<file path="config.mk">
export PLATFORM = sky130hd
export DESIGN_NAME = prog_loader
export DESIGN_NICKNAME = d
export VERILOG_FILES = /design/src/rtl/prog_loader.sv
export SDC_FILE = /design/constraint.sdc
export NUM_CORES = 1
export LEC_CHECK = 0
export BUFFER_PORTS_ARGS = -buffer_cell sky130_fd_sc_hd__buf_2
export CAP_MARGIN = 40
export CORE_ASPECT_RATIO = 1.5
export CORE_MARGIN = 2
export CORE_UTILIZATION = 35
export CTS_BUF_LIST = sky130_fd_sc_hd__clkbuf_8
export DETAILED_ROUTE_END_ITERATION = 16
export PLACE_DENSITY = 0.62
export SKIP_LAST_GASP = 1
export SYNTH_ARGS = -nofsm -noshare
export SYNTH_HDL_FRONTEND = slang
export SYNTH_SLANG_ARGS = --single-unit
</file>
<file path="constraint.sdc">
create_clock -name clk_i -period 2.2 [get_ports clk_i]
set_clock_uncertainty 0.15 [all_clocks]
set_input_delay 0.11 -clock clk_i [delete_from_list [all_inputs] [get_ports clk_i]]
set_output_delay 0.11 -clock clk_i [all_outputs]
set_load 0.02 [all_outputs]
</file>
<file path="src/rtl/prog_loader.sv">
// Serial program loader: parses a SYNC/LEN/words/CHK byte frame and writes
// 18-bit instruction words into program memory while holding the CPU in reset.
module prog_loader #(
    parameter logic [7:0]  SYNC_BYTE      = 8'hA5,
    parameter int unsigned TIMEOUT_CYCLES = 1000000
) (
    input  logic        clk_i,
    input  logic        rst_n_i,
    input  logic [7:0]  rx_data_i,
    input  logic        rx_valid_i,
    output logic        rx_ready_o,
    output logic        prog_we_o,
    output logic [9:0]  prog_addr_o,
    output logic [17:0] prog_data_o,
    output logic        cpu_hold_o,
    output logic        load_done_o,
    output logic        load_err_o
);

    localparam int unsigned TW = $clog2(TIMEOUT_CYCLES + 1);
    localparam logic [TW-1:0] TMO_LAST = TW'(TIMEOUT_CYCLES - 1);

    typedef enum logic [3:0] {
        S_IDLE   = 4'd0,
        S_LEN_HI = 4'd1,
        S_LEN_LO = 4'd2,
        S_B2     = 4'd3,
        S_B1     = 4'd4,
        S_B0     = 4'd5,
        S_WRITE  = 4'd6,
        S_CHECK  = 4'd7,
        S_DONE   = 4'd8,
        S_ERROR  = 4'd9
    } state_t;

    state_t         state_q, state_d;
    // addr_q doubles as the word counter; bit 10 lets it step past word 1024 without wrapping
    logic [10:0]    addr_q, addr_d;
    logic [9:0]     len_q, len_d;
    logic [9:0]     word_q, word_d;
    logic [7:0]     chk_q, chk_d;
    logic [TW-1:0]  tmo_q, tmo_d;
    logic [9:0]     prog_addr_q, prog_addr_d;
    logic [17:0]    prog_data_q, prog_data_d;

    logic accept_s;
    logic waiting_s;
    logic tmo_hit_s;
    logic last_word_s;
    logic is_sync_s;

    assign accept_s    = rx_valid_i & rx_ready_o;
    assign is_sync_s   = (rx_data_i == SYNC_BYTE);
    assign waiting_s   = (state_q == S_LEN_HI) || (state_q == S_LEN_LO) || (state_q == S_B2) ||
                         (state_q == S_B1) || (state_q == S_B0) || (state_q == S_CHECK);
    assign tmo_hit_s   = waiting_s && !accept_s && (tmo_q == TMO_LAST);
    assign last_word_s = (addr_q == {1'b0, len_q});

    // State register
    always_ff @(posedge clk_i) begin
        if (!rst_n_i) begin
            state_q <= S_IDLE;
        end else begin
            state_q <= state_d;
        end
    end

    // Next-state logic
    always_comb begin
        state_d = state_q;
        case (state_q)
            S_IDLE, S_DONE, S_ERROR: begin
                if (accept_s && is_sync_s) begin
                    state_d = S_LEN_HI;
                end else begin
                    state_d = state_q;
                end
            end
            S_LEN_HI: begin
                if (accept_s) begin
                    state_d = (|rx_data_i[7:2]) ? S_ERROR : S_LEN_LO;
                end else if (tmo_hit_s) begin
                    state_d = S_ERROR;
                end else begin
                    state_d = S_LEN_HI;
                end
            end
            S_LEN_LO, S_B2, S_B1, S_B0: begin
                if (accept_s) begin
                    state_d = state_t'(state_q + 4'd1);
                end else if (tmo_hit_s) begin
                    state_d = S_ERROR;
                end else begin
                    state_d = state_q;
                end
            end
            S_WRITE: begin
                state_d = last_word_s ? S_CHECK : S_B2;
            end
            S_CHECK: begin
                if (accept_s) begin
                    state_d = (rx_data_i == chk_q) ? S_DONE : S_ERROR;
                end else if (tmo_hit_s) begin
                    state_d = S_ERROR;
                end else begin
                    state_d = S_CHECK;
                end
            end
            default: begin
                state_d = S_IDLE;
            end
        endcase
    end

    // Moore output decode
    always_comb begin
        rx_ready_o  = 1'b1;
        cpu_hold_o  = 1'b0;
        load_done_o = 1'b0;
        load_err_o  = 1'b0;
        prog_we_o   = 1'b0;
        case (state_q)
            S_IDLE: begin
                rx_ready_o = 1'b1;
            end
            S_LEN_HI, S_LEN_LO, S_B2, S_B1, S_B0, S_CHECK: begin
                cpu_hold_o = 1'b1;
            end
            S_WRITE: begin
                rx_ready_o = 1'b0;
                cpu_hold_o = 1'b1;
                prog_we_o  = 1'b1;
            end
            S_DONE: begin
                load_done_o = 1'b1;
            end
            S_ERROR: begin
                cpu_hold_o = 1'b1;
                load_err_o = 1'b1;
            end
            default: begin
                rx_ready_o = 1'b1;
            end
        endcase
    end

    assign prog_addr_o = prog_addr_q;
    assign prog_data_o = prog_data_q;

    // Datapath next-state: length, word assembly, checksum, address, timeout
    always_comb begin
        addr_d      = addr_q;
        len_d       = len_q;
        word_d      = word_q;
        chk_d       = chk_q;
        prog_addr_d = prog_addr_q;
        prog_data_d = prog_data_q;
        if (waiting_s && !accept_s && !tmo_hit_s) begin
            tmo_d = tmo_q + TW'(1);
        end else begin
            tmo_d = '0;
        end
        case (state_q)
            S_IDLE, S_DONE, S_ERROR: begin
                if (accept_s && is_sync_s) begin
                    addr_d = 11'd0;
                    chk_d  = 8'd0;
                end else begin
                    addr_d = addr_q;
                end
            end
            S_LEN_HI: begin
                if (accept_s) begin
                    len_d[9:8] = rx_data_i[1:0];
                end else begin
                    len_d = len_q;
                end
            end
            S_LEN_LO: begin
                if (accept_s) begin
                    len_d[7:0] = rx_data_i;
                end else begin
                    len_d = len_q;
                end
            end
            S_B2: begin
                if (accept_s) begin
                    word_d[9:8] = rx_data_i[1:0];
                    chk_d       = chk_q + rx_data_i;
                end else begin
                    word_d = word_q;
                end
            end
            S_B1: begin
                if (accept_s) begin
                    word_d[7:0] = rx_data_i;
                    chk_d       = chk_q + rx_data_i;
                end else begin
                    word_d = word_q;
                end
            end
            S_B0: begin
                // Capture address and word here so they are stable for the whole WRITE cycle
                if (accept_s) begin
                    prog_data_d = {word_q, rx_data_i};
                    prog_addr_d = addr_q[9:0];
                    chk_d       = chk_q + rx_data_i;
                end else begin
                    prog_data_d = prog_data_q;
                end
            end
            S_WRITE: begin
                addr_d = addr_q + 11'd1;
            end
            default: begin
                addr_d = addr_q;
            end
        endcase
    end

    // Datapath registers
    always_ff @(posedge clk_i) begin
        if (!rst_n_i) begin
            addr_q      <= 11'd0;
            len_q       <= 10'd0;
            word_q      <= 10'd0;
            chk_q       <= 8'd0;
            tmo_q       <= '0;
            prog_addr_q <= 10'd0;
            prog_data_q <= 18'd0;
        end else begin
            addr_q      <= addr_d;
            len_q       <= len_d;
            word_q      <= word_d;
            chk_q       <= chk_d;
            tmo_q       <= tmo_d;
            prog_addr_q <= prog_addr_d;
            prog_data_q <= prog_data_d;
        end
    end

endmodule

</file>
==> results of run 1 <==
-- power by group through the flow --
stage	logic, uW	registers [uW]	clock network [uW]
6_report	1510	1850	1060
5_1_grt	1650	1860	1150
4_1_cts	1360	1830	1090
3_5_place_dp	1340	1860	0
3_3_place_gp	1310	1850	0
2_1_floorplan	928	1830	0
-- timing repair --
action | 4_1_cts | 5_1_grt
endpoints found under the hold margin | 19 | 0
hold buffers | 7 | 0
setup endpoints to repair | 10 | 17
pin swaps | 0 | 2
resized for setup | 5 | 16
setup buffers | 0 | 3
-- through the flow --
| step | hold WS [ns] | instances | cell area (um2) | TNS, ns | power [uW] |
|---|---|---|---|---|---|
| 3_5_place_dp | 0.290 | 736 | 5070 | -0.0809 | 3200 |
| 5_1_grt | 0.0454 | 762 | 5420 | -0.0170 | 4660 |
| 4_1_cts | 0.0338 | 759 | 5330 | 0 | 4280 |
| 2_1_floorplan | 0.105 | 536 | 4580 | 0 | 2760 |
| 3_3_place_gp | 0.272 | 736 | 5070 | 0 | 3170 |
| 6_report | 0.0367 | 762 | 5420 | 0 | 4420 |
-- flip-flops by register name, indices dropped and copies added, names as in the netlist --
signal / flops
addr_q: 11
chk_q: 8
len_q: 10
prog_addr_o: 10
prog_data_o: 18
state_q: 4
tmo_q: 20
word_q: 10
-- synth_stat cells, drive strengths merged, types with 4 or more instances --
master  instances
nor4            5
and3            9
dfxtp          91
clkbuf         14
nand2          92
and2            4
nand4          10
nor3            9
nand3          27
xnor2           8
nand2b          4
o21ai          13
nor2b          16
a21boi         42
xor2           24
a21oi          15
inv            16
buf            13
mux2i          13
nor2           32
ha             13
or3             9
-- critical path, delay by kind of cell (launching register included) --
family        cells  cell delay (ns)
fa+ha+maj         1             0.19
simple gates      2             0.55
buf+inv           3             0.37
flops             1             0.39
-- per-layer routing --
metal	wire length, um	vias up
met5	0	-
met4	392	0
met3	351	25
met2	5790	65
met1	4360	1911
li1	-	1993
-- cells by family (layout without fill, tap and decap cells) --
kind of cell	Yosys count	in the layout	synth area share, %
muxes	14	14	3.09
adders and majority gates	14	14	3.99
DFF	91	91	39.8
xor gates and xnor gates	32	32	6.12
and+or+nand+nor	237	237	26.0
buffers and inverters	43	110	4.26
AOI/OAI and AO/OA	105	105	16.7
-- final timing paths --
path / startpoint / end / slack (ns) / cells past startpoint
hold / removal: rx_data_i[0] / prog_data_o[0]$_SDFFE_PN0P_ / 0.04 / 4
setup reg to reg: chk_q[0]$_SDFFE_PN0P_ / chk_q[6]$_SDFFE_PN0P_ / 0.13 / 8
hold reg to reg: tmo_q[0]$_SDFF_PN0_ / tmo_q[0]$_SDFF_PN0_ / 0.30 / 1
setup / recovery: state_q[1]$_SDFFE_PN0P_ / cpu_hold_o / 0.07 / 6
-- area by class of cell --
type | instances | area share [%]
timing repair buffer | 78 | 9.60
inverter | 16 | 1.11
multi-input combinational | 402 | 48.6
clock inverter | 6 | 0.738
clock buffer | 10 | 2.54
sequential | 91 | 33.7
tap | 159 | 3.67
==> flow_summary.yaml, run 1 <==
timing:
  finalCritPeriodShare_pct: 97.0
  timing.fmax_ghz: 0.468
  hold_viol: 0
  slew-limit-headroom_pct: 61.9
  rsz0062_at_grt: "yes"
  report.final.slew_viol_count: 0
  min_period_ns: 2.13
  fin_ws_ns: 0.0653
  worst-slew-pin-transition_ns: 0.572
  setup_viol: 0
cells_and_area:
  nets: 623
  final_util_pct: 42.1
  final_common_cell: "nand2_1"
  syn_to_final_growth_pct: 18.5
  fillerInstances: 1319
  seqCellArea_mm2: 0.00183
  n_antenna_cell: 0
  drive_gt1_share_pct: 18.9
  most-common-layout-cells: "nand2_1 (91), dfxtp_1 (89), buf_2 (43)"
  multi_input_area_mm2: 0.00264
floorplan:
  die_w_um: 97.4
  ios: 44
  die_area_mm2: 0.0140
  die_h_um: 144
  core_mm2: 0.0129
  start_util_pct: 35.5
  rows: 51
global_routing:
  met2_usage_pct: 29.0
  gr-max-usage-layer: "met2"
  track_usage_pct: 15.9
  grt_pass1_vias: 3921
  grtUsageMet1_pct: 17.4
  grt_pass1_wl_um: 18400
  grtUsageMet3_pct: 3.29
  antenna_found_initial: 0
  grt_remaining_overflow: 0
  grt_max_degree: 37
worst_setup_path:
  path_max_fanout: 7
  cp-start-kind: "flop"
  critPathKind: "flop to output pin"
  end_kind: "output pin"
  critPathRequiredTime_ns: 1.94
  cp.arrival_ns: 1.87
  crit_chain: "inv_2 > ha_4 > buf_4 > and3_1 > or3_1 > buf_2"
  cpPeakStageDelay_ns: 0.39
  cpMaxStageDelayCell: "dfxtp_4"
synthesis:
  syn_area_per_cell_um2: 8.54
  ys_warn_count: 0
  ys_async_sr_fraction_pct: 0
  synth_cell_types: 65
  synth_seq_area_share_pct: 39.8
  synth_seq_cells: 91
  synth_area_mm2: 0.00458
  synth_area_leaders: "dfxtp_1 (40%), nand2_1 (7.5%), xor2_1 (4.6%)"
  syn_nets: 561
  synth_top_area_cell: "dfxtp_1"
  synth_edf_count: 0
  synth_cells: 536
  synth_top_area_share_pct: 39.8
  synth_ff_type: "dfxtp_1"
place:
  dp_slack_ns: -0.0319
  gp_congestion: 0.870
  place.port_buffers: 43
  dp_hpwl_um: 8060
clock_network:
  cts_buffer_depth: 2
  h-tree-depth: 3
  clkTransAtPathRegs_ns: 0.09
  clock_sinks: 91
  root_buffer: "clkbuf_8"
  clk_latency_ns: 0.37
  cts_tree: "done"
  numCtsBuffers: 9
power:
  switching_power_uw: 1570
  p_leak_uw: 0.00216
  ir_drop_uv: 356
  p_comb_share_pct: 34.2
  power_density_mw_per_mm2: 815
  pwr-share-clk_pct: 24.0
  swShare_pct: 35.4
  pwr-share-seq_pct: 41.8
  p_int_uw: 2860
drt:
  wl_per_cell_um: 14.3
  antenna_left: 0
  drc: 0
  drt_wl_total_um: 10900
  via_count: 3994
  via_per_inst: 5.24
  drtPass1Iterations: 4
  drtIter0Drc: 178
job:
  maxCapViolCount: 0
hold_path:
  hold_path_class: "input pin to flop"
status:
  status: "finished clean"
Power figures use the tool's default switching activity.
==> run 2: changes to the inputs <==
--- a/config.mk
+++ b/config.mk
@@ -7,7 +7,7 @@
 export LEC_CHECK = 0
 export BUFFER_PORTS_ARGS = -buffer_cell sky130_fd_sc_hd__buf_2
 export CAP_MARGIN = 40
-export CORE_ASPECT_RATIO = 1.5
+export CORE_ASPECT_RATIO = 1.4
 export CORE_MARGIN = 2
 export CORE_UTILIZATION = 35
 export CTS_BUF_LIST = sky130_fd_sc_hd__clkbuf_8
==> flow_summary.yaml, run 2 (synthesis results as in run 1) <==
drt:
  via_count: 3950
  wl_per_cell_um: 14.1
  via_per_inst: 5.26
  drtPass1Iterations: 4
  antenna_left: 0
  drc: 0
  drt_wl_total_um: 10600
  drtIter0Drc: 150
cells_and_area:
  top_register: "tmo_q"
  drive_gt1_share_pct: 18.1
  nets: 618
  n_antenna_cell: 0
  most-common-layout-cells: "nand2_1 (91), dfxtp_1 (89), buf_2 (43)"
  syn_to_final_growth_pct: 16.7
  stdcell_count: 751
  final_area_mm2: 0.00534
  final_common_cell: "nand2_1"
  largest_register_ffs: 20
timing:
  worst-slew-pin-transition_ns: 0.619
  fin_hold_ws_ns: 0.0469
  min_period_ns: 2.11
  fin_ws_ns: 0.0904
  hold_viol: 0
  timing.fmax_ghz: 0.474
  slew-limit-headroom_pct: 58.7
  setup_viol: 0
  finalCritPeriodShare_pct: 95.9
  rsz0062_at_grt: "yes"
  report.final.slew_viol_count: 0
worst_setup_path:
  critPathKind: "input pin to flop"
  cp.arrival_ns: 2.20
  path_max_fanout: 5
  worstReg2RegEnd: "chk_q[2]$_SDFFE_PN0P_"
  end_kind: "flop"
  cp-start-kind: "input pin"
  rr_worst_depth: 7
  r2r_slack_ns: 0.13
  critPathRequiredTime_ns: 2.29
  r2r-start: "state_q[0]$_SDFFE_PN0P_"
clock_network:
  clock_sinks: 91
  h-tree-depth: 3
  cts_tree: "done"
  clk_latency_ns: 0.36
  cts_buffer_depth: 2
  numCtsBuffers: 9
  root_buffer: "clkbuf_8"
  clkTransAtPathRegs_ns: 0.09
global_routing:
  grt_remaining_overflow: 0
  track_usage_pct: 15.4
  grt_pass1_wl_um: 17800
  grt_max_degree: 40
  antenna_found_initial: 0
  grt_pass1_vias: 3716
floorplan:
  start_util_pct: 35.7
  ios: 44
  die_w_um: 101
  core_mm2: 0.0128
  die_h_um: 139
  rows: 49
  die_area_mm2: 0.0140
hold_path:
  hp-start: "rx_data_i[7]"
  hold_path_class: "input pin to flop"
  hold_path_depth: 4
  min_to: "prog_data_o[7]$_SDFFE_PN0P_"
place:
  placed_cell_area_mm2: 0.00503
  gp_congestion: 0.870
  dp_hpwl_um: 7810
  place.port_buffers: 43
  dp_cells: 728
  dp_slack_ns: -0.0335
power:
  total_power_uw: 4370
  p_leak_uw: 0.00209
  power_density_mw_per_mm2: 817
  ir_drop_uv: 340
status:
  status: "finished clean"
job:
  maxCapViolCount: 0
[run 2: metrics by stage]
step	util [%]	setup TNS, ns
floorplan	-	0
global placement	39.3	0
detailed placement	39.3	-0.114
CTS	41.4	0
global route	41.7	-0.0312
finish	41.7	0
[run 2: final cells by class]
class | count | area, um2
Sequential cell | 91 | 1820
Inverter | 16 | 60.1
Timing Repair Buffer | 73 | 468
Fill cell | 1289 | 7470
Clock buffer | 9 | 124
Multi-Input combinational cell | 402 | 2590
Clock inverter | 7 | 83.8
Tap cell | 153 | 191
[run 2: worst max-delay path by stage]
stage                                  from  slack [ns]  cells after the start                       to
floorplan           state_q[0]$_SDFFE_PN0P_        0.01                      8   addr_q[7]$_SDFFE_PN0P_
global placement    state_q[0]$_SDFFE_PN0P_        0.02                      7  state_q[0]$_SDFFE_PN0P_
detailed placement  state_q[0]$_SDFFE_PN0P_       -0.03                      7    chk_q[2]$_SDFFE_PN0P_
CTS                 state_q[1]$_SDFFE_PN0P_       0.002                      7  state_q[0]$_SDFFE_PN0P_
global route        state_q[0]$_SDFFE_PN0P_       -0.03                      6    chk_q[1]$_SDFFE_PN0P_
finish                         rx_data_i[1]        0.09                      9    chk_q[6]$_SDFFE_PN0P_
[run 2: where the power goes]
| group | total (uW) | switching, uW | internal [uW] |
|---|---|---|---|
| registers | 1830 | 91.8 | 1730 |
| clock network | 1180 | 640 | 545 |
| logic | 1350 | 797 | 558 |
| total | 4370 | 1530 | 2840 |
[run 2: routing by layer]
layer  GRT usage, %  share of wire, %  vias up
met5              0                 0        -
li1               -                 -     1992
met4           5.41               1.6        0
met2           27.5                53       53
met3           2.66               2.5       14
met1           18.3                43     1891
[run 2: timing repair]
item                                    4_1_cts  5_1_grt
setup buffers                                 0        1
resized for setup                             2        9
pin swaps                                     0        2
hold endpoints to repair                     16        0
endpoints found under the setup margin       10       20
hold buffers                                  6        0
gates cloned                                  0        0
[run 2: critical path, cell delays in order]
cell           delay (ns)
dlygate4sd3_1        0.52
buf_2                0.17
inv_1                0.09
fa_1                 0.46
nor2b_1              0.13
o21ai_0              0.14
a21o_1               0.23
a211oi_1             0.25
o22ai_1              0.10
